### src/rtl/scl_gen_prog.sv
// rtl/scl_gen_prog.sv - SDR SCL generator, fixed push-pull and programmable open-drain phase lengths
// Optional target clock stretching in the high phase is enabled by defining SCL_GEN_STRETCH_EN.
module scl_gen_prog #(
  parameter int CNT_W       = 7,
  parameter int PP_LOW_CNT  = 2,
  parameter int PP_HIGH_CNT = 2,
  parameter int OD_RST_LOW  = 63,
  parameter int OD_RST_HIGH = 62
) (
  input  logic             i_sdr_ctrl_clk,
  input  logic             i_sdr_ctrl_rst,
  input  logic             i_sdr_scl_gen_pp_od,
  input  logic             i_od_cfg_wr,
  input  logic [CNT_W-1:0] i_od_low_cnt,
  input  logic [CNT_W-1:0] i_od_high_cnt,
  input  logic             i_scl_gen_stall,
  input  logic             i_sdr_ctrl_scl_idle,
  input  logic             i_timer_cas,
`ifdef SCL_GEN_STRETCH_EN
  input  logic             i_scl_sense,
`endif
  output logic             o_scl,
  output logic             o_scl_pos_edge,
  output logic             o_scl_neg_edge,
  output logic             o_scl_busy
);

  localparam logic [CNT_W-1:0] ONE     = CNT_W'(1);
  localparam logic [CNT_W-1:0] PP_LOW  = CNT_W'(PP_LOW_CNT);
  localparam logic [CNT_W-1:0] PP_HIGH = CNT_W'(PP_HIGH_CNT);

  typedef enum logic [1:0] {IDLE, LOW, HIGH} state_t;

  state_t           state;
  logic [CNT_W-1:0] cnt;
  logic [CNT_W-1:0] od_low;
  logic [CNT_W-1:0] od_high;
  logic [CNT_W-1:0] low_len;
  logic [CNT_W-1:0] high_len;
  logic             last_cnt;
  logic             hold_high;

  // Phase lengths follow the mode present in the load cycle; a zero count behaves as one.
  always_comb begin
    low_len  = i_sdr_scl_gen_pp_od ? PP_LOW  : od_low;
    high_len = i_sdr_scl_gen_pp_od ? PP_HIGH : od_high;
    if (low_len == '0)  low_len  = ONE;
    if (high_len == '0) high_len = ONE;
  end

  assign last_cnt = (cnt <= ONE);

`ifdef SCL_GEN_STRETCH_EN
  assign hold_high = ~i_scl_sense;
`else
  assign hold_high = 1'b0;
`endif

  always_ff @(posedge i_sdr_ctrl_clk or posedge i_sdr_ctrl_rst) begin
    if (i_sdr_ctrl_rst) begin
      od_low  <= CNT_W'(OD_RST_LOW);
      od_high <= CNT_W'(OD_RST_HIGH);
    end else if (i_od_cfg_wr) begin
      od_low  <= i_od_low_cnt;
      od_high <= i_od_high_cnt;
    end
  end

  always_ff @(posedge i_sdr_ctrl_clk or posedge i_sdr_ctrl_rst) begin
    if (i_sdr_ctrl_rst) begin
      state          <= IDLE;
      cnt            <= '0;
      o_scl          <= 1'b1;
      o_scl_pos_edge <= 1'b0;
      o_scl_neg_edge <= 1'b0;
      o_scl_busy     <= 1'b0;
    end else begin
      o_scl_pos_edge <= 1'b0;
      o_scl_neg_edge <= 1'b0;
      case (state)
        IDLE: begin
          if (!i_sdr_ctrl_scl_idle || i_timer_cas) begin
            state          <= LOW;
            cnt            <= low_len;
            o_scl          <= 1'b0;
            o_scl_neg_edge <= 1'b1;
            o_scl_busy     <= 1'b1;
          end
        end
        LOW: begin
          if (!i_scl_gen_stall) begin
            if (last_cnt) begin
              state          <= HIGH;
              cnt            <= high_len;
              o_scl          <= 1'b1;
              o_scl_pos_edge <= 1'b1;
            end else begin
              cnt <= cnt - ONE;
            end
          end
        end
        HIGH: begin
          // A start request cuts the high phase short regardless of count, idle or stretch.
          if (i_timer_cas || (!hold_high && last_cnt && !i_sdr_ctrl_scl_idle)) begin
            state          <= LOW;
            cnt            <= low_len;
            o_scl          <= 1'b0;
            o_scl_neg_edge <= 1'b1;
          end else if (!hold_high) begin
            if (last_cnt) begin
              state      <= IDLE;
              cnt        <= '0;
              o_scl_busy <= 1'b0;
            end else begin
              cnt <= cnt - ONE;
            end
          end
        end
        default: begin
          state      <= IDLE;
          cnt        <= '0;
          o_scl      <= 1'b1;
          o_scl_busy <= 1'b0;
        end
      endcase
    end
  end

endmodule
### config.mk
export PLATFORM = sky130hd
export DESIGN_NAME = scl_gen_prog
export DESIGN_NICKNAME = d
export VERILOG_FILES = /design/src/rtl/scl_gen_prog.sv
export SDC_FILE = /design/constraint.sdc
export NUM_CORES = 1
export LEC_CHECK = 0
export CORE_ASPECT_RATIO = 1.1
export CORE_MARGIN = 2
export CORE_UTILIZATION = 50
export DETAILED_ROUTE_END_ITERATION = 12
export PLACE_DENSITY = 0.84
export SETUP_SLACK_MARGIN = 0.1
export SLEW_MARGIN = 20
export SYNTH_ARGS = -nofsm -noshare
export SYNTH_HDL_FRONTEND = slang
export SYNTH_SLANG_ARGS = --single-unit
### constraint.sdc
create_clock -name i_sdr_ctrl_clk -period 3 [get_ports i_sdr_ctrl_clk]
set_input_delay 0.6 -clock i_sdr_ctrl_clk [delete_from_list [all_inputs] [get_ports i_sdr_ctrl_clk]]
set_output_delay 0.6 -clock i_sdr_ctrl_clk [all_outputs]
set_load 0.02 [all_outputs]
==> results of run 1 <==
-- through the flow --
stage | power [mW] | worst slack [ns]
6_report | 1.484 | 0.8471
5_1_grt | 1.585 | 0.7521
4_1_cts | 1.483 | 0.8381
3_5_place_dp | 1.314 | 0.6766
3_3_place_gp | 1.290 | 0.7190
2_1_floorplan | 1.100 | 1.041
-- cell usage after synthesis (all sizes together) (4+ instances only) --
library cell,instances
a21oi,7
a22oi,4
clkbuf,4
dfrtp,15
dfstp,12
inv,8
mux2,14
nand2,10
nand4,5
nor2,12
nor3,4
nor4,5
o21ai,5
-- final cells by class --
| class | count | share of cell area, % |
|---|---|---|
| multi-input cells | 114 | 44.58 |
| flip-flops and latches | 27 | 36.51 |
| repair buffers | 26 | 13.49 |
| well taps | 34 | 2.249 |
| inverters | 8 | 1.587 |
| clock buffers | 3 | 1.190 |
| clock inverters | 1 | 0.3968 |
-- layer usage --
metal,wire length (um),part of all wire (%)
met5,0,0
met4,50,1.4
met3,160,4.4
met2,1940,53
met1,1482,41
-- flip-flops by register name, summed over array words and instances, names as in the netlist --
signal	flops
od_high	7
o_scl_neg_edge	1
o_scl	1
state	2
cnt	7
o_scl_pos_edge	1
o_scl_busy	1
od_low	7
-- report_power, final --
part	switching, mW	internal (mW)	total, mW
Combinational	0.374	0.345	0.719
Sequential	0.133	0.466	0.599
Clock	0.115	0.0511	0.166
-- worst paths after layout --
path                                   end  slack (ns)  cells past startpoint            from
min in group asynchronous         state[0]        0.72                      2  i_sdr_ctrl_rst
worst max-delay path                cnt[3]        0.85                      4          cnt[2]
worst min-delay path            od_high[0]        0.54                      1      od_high[0]
worst max register to register      cnt[3]        0.85                      4          cnt[2]
worst min register to register  od_high[0]        0.54                      1      od_high[0]
max in group asynchronous        od_low[3]        1.59                      3  i_sdr_ctrl_rst
-- worst max-delay path, cell delays in order, from the launching register on --
cell     delay [ns]
dfrtp_1        0.51
or4_4          0.59
nor3_1         0.44
o31ai_1        0.17
a221o_2        0.35
-- logic make-up (layout without fill, tap and decap cells) --
| kind of cell | Yosys count | after routing | synth area share (%) |
|---|---|---|---|
| AO/OA/AOI/OAI | 42 | 42 | 20.21 |
| adder cells (fa/ha/maj) | 2 | 2 | 1.585 |
| buffers and inverters | 12 | 38 | 2.852 |
| flip-flops | 27 | 27 | 43.74 |
| multiplexers | 17 | 17 | 11.89 |
| AND/OR/NAND/NOR | 53 | 53 | 19.73 |
==> summary.txt, run 1 <==
Run status
  • Status: complete, no violations

Power and ir drop
  • Pwr/cell area: 784.6 mW/mm2
  • Peak VDD IR: 0.4949 mV
  • P_leak: 0.7751 nW

Clock tree
  • CTS Hold Bufs: 0
  • Clock sinks: 27
  • Clock-pin slew on the worst setup and hold paths: 0.16 ns
  • Post-CTS setup buffers: 0
  • Root Buffer: clkbuf_4
  • Num CTS Buffers: 3
  • Post-CTS sizing: 0
  • CTS max path bufs: 2
  • Clock latency on the worst-skew pair: 0.34 ns
  • H-tree Lvls: 1
  • CTS tree: built

Drt
  • Residual DRC: 0
  • Initial drt markers: 83
  • WL final: 3633 um
  • 1st-pass router iterations: 4
  • Via-to-Cell Ratio: 6.305
  • Routed Antenna Nets: 0
  • Vias: 1343
  • Routed length per instance: 17.06 um

GRT
  • Vias in the first global route: 1342
  • First-pass GRT wire length: 6147 um
  • Grt total ovfl: 0
  • GRT Util Overall: 21.53%
  • GR Util met2: 39.20%
  • Pin count of the biggest net entering global routing: 24
  • Routing usage on met1: 26.98%
  • M3 GR Usage: 2.070%
  • Global routing's busiest layer: met2
  • Initial antenna violation count: 0

Yosys
  • Top FF cell, synth: dfrtp_1
  • Number of synthesized flops with an enable pin: 0
  • Yosys reg bits: 27
  • Largest cells by area after synthesis: dfrtp_1, dfstp_2, mux2_2
  • Post-Syn Nets: 176
  • Synth async-reset ratio: 100.0%
  • Synth warnings: 0
  • Seq/Total Area, Yosys: 43.74%
  • Dominant cell type by area after synthesis: dfrtp_1
  • Yosys top cell area share: 23.77%
  • Synth cell types: 41
  • Cell Area, Synth: 0.001579 mm2
  • Post-synthesis cell count: 153
  • Syn Area/Cell: 10.32 um2

Timing
  • Final setup vio count: 0
  • Tcrit/Tclk final: 71.76%
  • Final hold vios: 0
  • Hold slack: 0.5362 ns
  • Slew Limit Fails: 0
  • Headroom to the max-slew limit: 42.52%
  • Slew @ Worst Pin: 0.8612 ns
  • Fin crit period: 2.153 ns
  • Fmax: 464.5 MHz
  • Setup TNS: 0 ns
  • Clock Skew: 0.01014 ns
  • RSZ-0062 raised after global routing: no

Setup path
  • Critical Path Fanout Max: 7
  • Crit start category: flip-flop
  • Req. time, crit path: 3.24 ns
  • CP Data Arrival Time: 2.40 ns
  • Crit path kind: reg2reg
  • CP Capture Type: flip-flop

Flow run
  • # Max-Cap Violations: 0

Cells and area
  • Most frequent cells in the layout: clkdlybuf4s50_1, dfrtp_1, mux2_2
  • Commonest non-fill, non-tap cell in the layout: clkdlybuf4s50_1
  • Final net count: 203
  • # fillers: 266
  • Fin util: 62.61%
  • Layout Area Growth over Synthesis: 19.81%
  • Diode count: 0
  • FF/Latch Area: 690.7 um2
  • Area of the multi-input gates: 843.3 um2
  • Final Cell Area: 0.001892 mm2
  • Share of layout cells above drive strength 1: 27.93%
  • Layout Cells excl Fill: 213

Floorplanning
  • Die X: 57.58 um
  • Initial core utilization: 52.26%
  • Die height: 62.94 um
  • Die ar.: 0.003624 mm2
  • Rows: 21
  • Num ports: 25
  • CORE AREA: 0.003022 mm2

Placement
  • Placed cell count: 209
  • DP HPWL: 2847 um
  • Routability Congestion: 0.9842
  • IO buf count: 24
  • Placed Instance Area: 0.001862 mm2

Min path
  • Min-Delay Path Class: reg2reg
No activity file was read; power rests on OpenSTA's default activity.
==> run 2, diff against run 1 <==
==> constraint.sdc (replaced) <==
create_clock -name i_sdr_ctrl_clk -period 2.1 [get_ports i_sdr_ctrl_clk]
set_input_delay 0.42 -clock i_sdr_ctrl_clk [delete_from_list [all_inputs] [get_ports i_sdr_ctrl_clk]]
set_output_delay 0.42 -clock i_sdr_ctrl_clk [all_outputs]
set_load 0.02 [all_outputs]
==> summary.txt, run 2 (same netlist as run 1, synthesis figures left out) <==
Run status
  • Status: complete, no violations (unchanged)

Floorplanning
  • Initial core utilization: 52.26% (unchanged)
  • Num ports: 25 (unchanged)
  • Die height: 62.94 um (unchanged)
  • Die X: 57.58 um (unchanged)
  • Die ar.: 0.003624 mm2 (unchanged)
  • CORE AREA: 0.003022 mm2 (unchanged)
  • Rows: 21 (unchanged)

Min path
  • Min-Delay Path Class: in2async (was reg2reg)

Setup path
  • CP Data Arrival Time: 2.23 ns (was 2.40 ns)
  • Req. time, crit path: 2.39 ns (was 3.24 ns)
  • Crit start category: flip-flop (unchanged)
  • CP Capture Type: flip-flop (unchanged)
  • Critical Path Fanout Max: 7 (unchanged)
  • Worst Reg-to-Reg Cells: 5 (was 4)
  • Crit path kind: reg2reg (unchanged)

Cells and area
  • Most frequent cells in the layout: clkdlybuf4s50_1, buf_4, mux2_2, dfrtp_1 (was clkdlybuf4s50_1, dfrtp_1, mux2_2)
  • Commonest non-fill, non-tap cell in the layout: clkdlybuf4s50_1 (unchanged)
  • # fillers: 242 (was 266)
  • Final net count: 218 (was 203)
  • Share of layout cells above drive strength 1: 34.54% (was 27.93%)
  • Top Registers: cnt: 7 flops, od_high: 7 flops, od_low: 7 flops (unchanged)
  • Diode count: 0 (unchanged)
  • Layout Area Growth over Synthesis: 27.81% (was 19.81%)
  • Fin util: 66.79% (was 62.61%)

Timing
  • Fin crit period: 1.942 ns (was 2.153 ns)
  • Clock Skew: 0.002727 ns (was 0.01014 ns)
  • Slew @ Worst Pin: 0.4584 ns (was 0.8612 ns)
  • Setup TNS: 0 ns (unchanged)
  • Final setup vio count: 0 (unchanged)
  • Slew Limit Fails: 0 (unchanged)
  • Tcrit/Tclk final: 92.47% (was 71.76%)
  • Final hold vios: 0 (unchanged)
  • Headroom to the max-slew limit: 69.44% (was 42.52%)
  • Fmax: 515.0 MHz (was 464.5 MHz)
  • Hold slack: 0.4147 ns (was 0.5362 ns)
  • RSZ-0062 raised after global routing: no (unchanged)

GRT
  • First-pass GRT wire length: 6741 um (was 6147 um)
  • Pin count of the biggest net entering global routing: 28 (was 24)
  • GRT Util Overall: 24.14% (was 21.53%)
  • Grt total ovfl: 0 (unchanged)
  • Initial antenna violation count: 0 (unchanged)
  • Vias in the first global route: 1435 (was 1342)

Clock tree
  • Num CTS Buffers: 3 (unchanged)
  • CTS tree: built (unchanged)
  • Clock latency on the worst-skew pair: 0.34 ns (about the same)
  • Clock sinks: 27 (unchanged)
  • H-tree Lvls: 1 (unchanged)
  • CTS max path bufs: 2 (unchanged)
  • CTS Hold Bufs: 0 (unchanged)
  • Clock-pin slew on the worst setup and hold paths: 0.16 ns (about the same)
  • Root Buffer: clkbuf_4 (unchanged)

Drt
  • Routed length per instance: 17.40 um (was 17.06 um)
  • Vias: 1418 (was 1343)
  • WL final: 3967 um (was 3633 um)
  • 1st-pass router iterations: 4 (unchanged)
  • Routed Antenna Nets: 0 (unchanged)
  • Via-to-Cell Ratio: 6.219 (was 6.305)
  • Initial drt markers: 71 (was 83)
  • Residual DRC: 0 (unchanged)

Power and ir drop
  • Pwr/cell area: 1142 mW/mm2 (was 784.6 mW/mm2)
  • Power, Total: 2.305 mW (was 1.484 mW)
  • Peak VDD IR: 0.8077 mV (was 0.4949 mV)
  • P_leak: 0.8469 nW (was 0.7751 nW)

Placement
  • IO buf count: 24 (unchanged)
  • Routability Congestion: 0.9154 (was 0.9842)
  • DP HPWL: 3008 um (was 2847 um)

Flow run
  • # Max-Cap Violations: 0 (unchanged)
[run 2: cell count changes in the layout (fill, tap and decap cells not counted)]
cell | previous run | this run
dfrtp_2 | 0 | 1
dfrtp_1 | 15 | 14
ha_1 | 2 | 1
buf_4 | 2 | 17
ha_4 | 0 | 1
[run 2: power breakdown]
group / switching [mW] / leakage [nW] / internal (mW)
clock: 0.168 / 0.0139 / 0.0731
combinational: 0.633 / 0.522 / 0.610
sequential: 0.152 / 0.311 / 0.668
total: 0.954 / 0.847 / 1.35
[run 2: routing by layer]
metal | GRT usage, % | share of wire [%] | up-vias
li1 | - | - | 660
met1 | 28.48 | 41 | 664
met2 | 39.49 | 48 | 70
met3 | 3.313 | 5.2 | 24
met4 | 16.86 | 5.8 | 0
met5 | 0 | 0 | -
[run 2: worst max-delay path, stage by stage (launching register included)]
cell     delay (ns)
dfrtp_1        0.57
ha_4           0.21
o21ba_2        0.18
or4_4          0.52
a21oi_4        0.23
a221o_2        0.18
[run 2: area by class of cell]
class | instances | area [um2] | area share, %
multi-input cells | 114 | 855.8 | 42.41
flip-flops and latches | 27 | 691.9 | 34.28
repair buffers | 41 | 367.9 | 18.23
well taps | 34 | 42.54 | 2.108
inverters | 8 | 30.03 | 1.488
clock buffers | 3 | 22.52 | 1.116
clock inverters | 1 | 7.507 | 0.3720
[run 2: final timing paths]
check / start / end / slack, ns
worst min-delay path: i_sdr_ctrl_rst / od_high[0] / 0.41
worst min register to register: od_high[0] / od_high[0] / 0.54
min in group i_sdr_ctrl_clk: od_high[0] / od_high[0] / 0.54
max in group asynchronous: i_sdr_ctrl_rst / od_low[2] / 1.39
worst max register to register: cnt[0] / cnt[3] / 0.16
worst max-delay path: cnt[0] / cnt[3] / 0.16
[run 2: repair_timing]
action	CTS	global route
cloned	0	0
setup buffers	0	1
pin swaps	1	2
resized for setup	0	3
endpoints found under the setup margin	2	6
[run 2: per-stage QoR]
stage,worst slack [ns],instance area [um2],instances
2_1_floorplan,0.1410,1579,153
3_3_place_gp,0.003388,1967,223
3_5_place_dp,-0.05599,1967,223
4_1_cts,0.1124,1997,227
5_1_grt,0.1031,2018,228
6_report,0.1582,2018,228
==> run 3, diff against run 2 <==
--- a/config.mk
+++ b/config.mk
@@ -6,10 +6,11 @@
 export NUM_CORES = 1
 export LEC_CHECK = 0
 export CORE_ASPECT_RATIO = 1.1
-export CORE_MARGIN = 2
+export CORE_MARGIN = 3
 export CORE_UTILIZATION = 50
 export DETAILED_ROUTE_END_ITERATION = 12
 export PLACE_DENSITY = 0.84
+export RECOVER_POWER = 50
 export SETUP_SLACK_MARGIN = 0.1
 export SLEW_MARGIN = 20
 export SYNTH_ARGS = -nofsm -noshare
==> summary.txt, run 3 (same netlist as run 1, synthesis figures left out) <==
Clock tree
  • Clock sinks: 27 (unchanged)
  • CTS max path bufs: 2 (unchanged)
  • Num CTS Buffers: 3 (unchanged)
  • Clock latency on the worst-skew pair: 0.34 ns (about the same)
  • CTS tree: built (unchanged)
  • CTS Hold Bufs: 0 (unchanged)
  • H-tree Lvls: 1 (unchanged)
  • Root Buffer: clkbuf_4 (unchanged)
  • Clock-pin slew on the worst setup and hold paths: 0.15 ns (was 0.16 ns)

Drt
  • Via-to-Cell Ratio: 6.178 (was 6.219)
  • Vias: 1421 (was 1418)
  • Routed Antenna Nets: 0 (unchanged)
  • 1st-pass router iterations: 5 (was 4)
  • WL final: 3908 um (was 3967 um)
  • Initial drt markers: 91 (was 71)
  • Routed length per instance: 16.99 um (was 17.40 um)
  • Residual DRC: 0 (unchanged)

Timing
  • Final hold vios: 0 (unchanged)
  • Final setup vio count: 0 (unchanged)
  • Fin crit period: 1.918 ns (was 1.942 ns)
  • Fmax: 521.3 MHz (was 515.0 MHz)
  • Hold slack: 0.5347 ns (was 0.4147 ns)
  • Slew Limit Fails: 0 (unchanged)
  • RSZ-0062 raised after global routing: no (unchanged)
  • Slew @ Worst Pin: 0.6867 ns (was 0.4584 ns)
  • Tcrit/Tclk final: 91.35% (was 92.47%)
  • Headroom to the max-slew limit: 54.22% (was 69.44%)
  • Clock Skew: 0.01227 ns (was 0.002727 ns)
  • PnR worst setup slack: 0.1816 ns (was 0.1582 ns)

Setup path
  • Req. time, crit path: 2.38 ns (was 2.39 ns)
  • CP Capture Type: flip-flop (unchanged)
  • CP peak stage delay: 0.52 ns (was 0.57 ns)
  • Crit path kind: reg2reg (unchanged)
  • Crit start category: flip-flop (unchanged)
  • Crit-path cells: inv_1 -> ha_1 -> o21ba_2 -> or4_4 -> a21oi_4 -> a221o_2 (was ha_4 -> o21ba_2 -> or4_4 -> a21oi_4 -> a221o_2)
  • Slowest CP cell: or4_4 (was dfrtp_1)
  • CP Data Arrival Time: 2.20 ns (was 2.23 ns)
  • Critical Path Fanout Max: 5 (was 7)

Power and ir drop
  • Pwr/cell area: 1124 mW/mm2 (was 1142 mW/mm2)
  • P_leak: 0.8624 nW (was 0.8469 nW)
  • Power, Total: 2.273 mW (was 2.305 mW)
  • Peak VDD IR: 0.6729 mV (was 0.8077 mV)

Cells and area
  • Share of layout cells above drive strength 1: 35.03% (was 34.54%)
  • Most frequent cells in the layout: clkdlybuf4s50_1, buf_4, mux2_2 (was clkdlybuf4s50_1, buf_4, mux2_2, dfrtp_1)
  • # fillers: 246 (was 242)
  • Final Cell Area: 0.002022 mm2 (was 0.002018 mm2)
  • Commonest non-fill, non-tap cell in the layout: clkdlybuf4s50_1 (unchanged)
  • Diode count: 0 (unchanged)
  • Top Registers: cnt: 7 flops, od_high: 7 flops, od_low: 7 flops (unchanged)
  • Layout Area Growth over Synthesis: 28.05% (was 27.81%)
  • Final net count: 221 (was 218)

Flow run
  • # Max-Cap Violations: 0 (unchanged)

GRT
  • Grt total ovfl: 0 (unchanged)
  • Initial antenna violation count: 0 (unchanged)
  • Pin count of the biggest net entering global routing: 28 (unchanged)
  • GRT Util Overall: 22.39% (was 24.14%)
  • Vias in the first global route: 1448 (was 1435)
  • First-pass GRT wire length: 6575 um (was 6741 um)

Placement
  • DP HPWL: 3029 um (was 3008 um)
  • Routability Congestion: 0.8567 (was 0.9154)
  • Placed Instance Area: 0.001973 mm2 (was 0.001967 mm2)
  • IO buf count: 24 (unchanged)
  • Pre-CTS WS: -0.06078 ns (was -0.05599 ns)

Min path
  • Min-Delay Path Class: reg2reg (was in2async)

Floorplanning
  • CORE AREA: 0.002903 mm2 (was 0.003022 mm2)
  • Die height: 64.94 um (was 62.94 um)
  • Die X: 59.58 um (was 57.58 um)
  • Initial core utilization: 54.40% (was 52.26%)
  • Num ports: 25 (unchanged)
  • Rows: 20 (was 21)
  • Die ar.: 0.003869 mm2 (was 0.003624 mm2)

Run status
  • Status: complete, no violations (unchanged)
## run 3: per-stage QoR
stage          cells  setup TNS, ns  utilization (%)
2_1_floorplan    153              0                -
3_3_place_gp     223              0            67.97
3_5_place_dp     223       -0.06078            67.97
4_1_cts          227              0            68.92
5_1_grt          230              0            69.66
6_report         230              0            69.66
## run 3: what timing repair did
item,in CTS,in global routing
endpoints found under the setup margin,1,4
setup buffers,0,3
pin swaps,1,2
resized for setup,0,2
## run 3: cell type report
cell class | instances | area [um2] | share of cell area, %
sequential | 27 | 693.2 | 34.28
tap | 33 | 41.29 | 2.042
multi-input combinational | 114 | 843.3 | 41.71
clock buffer | 3 | 22.52 | 1.114
timing repair buffer | 44 | 386.6 | 19.12
inverter | 8 | 30.03 | 1.485
clock inverter | 1 | 5.005 | 0.2475
## run 3: final timing paths
| check | from | to | slack (ns) | cells past startpoint |
|---|---|---|---|---|
| setup / recovery | cnt[1] | cnt[3] | 0.18 | 6 |
| hold / removal | od_high[0] | od_high[0] | 0.53 | 1 |
| setup reg to reg | cnt[1] | cnt[3] | 0.18 | 6 |
| hold reg to reg | od_high[0] | od_high[0] | 0.53 | 1 |
| max in group asynchronous | i_sdr_ctrl_rst | o_scl | 1.22 | 3 |
| min in group asynchronous | i_sdr_ctrl_rst | od_high[0] | 0.57 | 3 |
## run 3: routing by layer
layer / up-vias / share of wire [%] / global-route usage (%)
li1: 664 / - / -
met1: 694 / 40 / 27.58
met2: 48 / 52 / 38.25
met3: 15 / 5.1 / 1.992
met4: 0 / 3.4 / 11.08
met5: - / 0 / 0
## run 3: report_power, final
| group | internal, mW | switching (mW) | leakage [nW] |
|---|---|---|---|
| Combinational | 0.613 | 0.607 | 0.534 |
| Sequential | 0.670 | 0.153 | 0.311 |
| Clock | 0.0718 | 0.159 | 0.0177 |
| Total | 1.35 | 0.919 | 0.862 |
## run 3: critical path: cells and delay by family, from the launching register on
family	cells	cell delay, ns
flops	1	0.45
buf+inv	1	0.10
fa+ha+maj	1	0.18
compound gates	3	0.60
simple gates	1	0.52
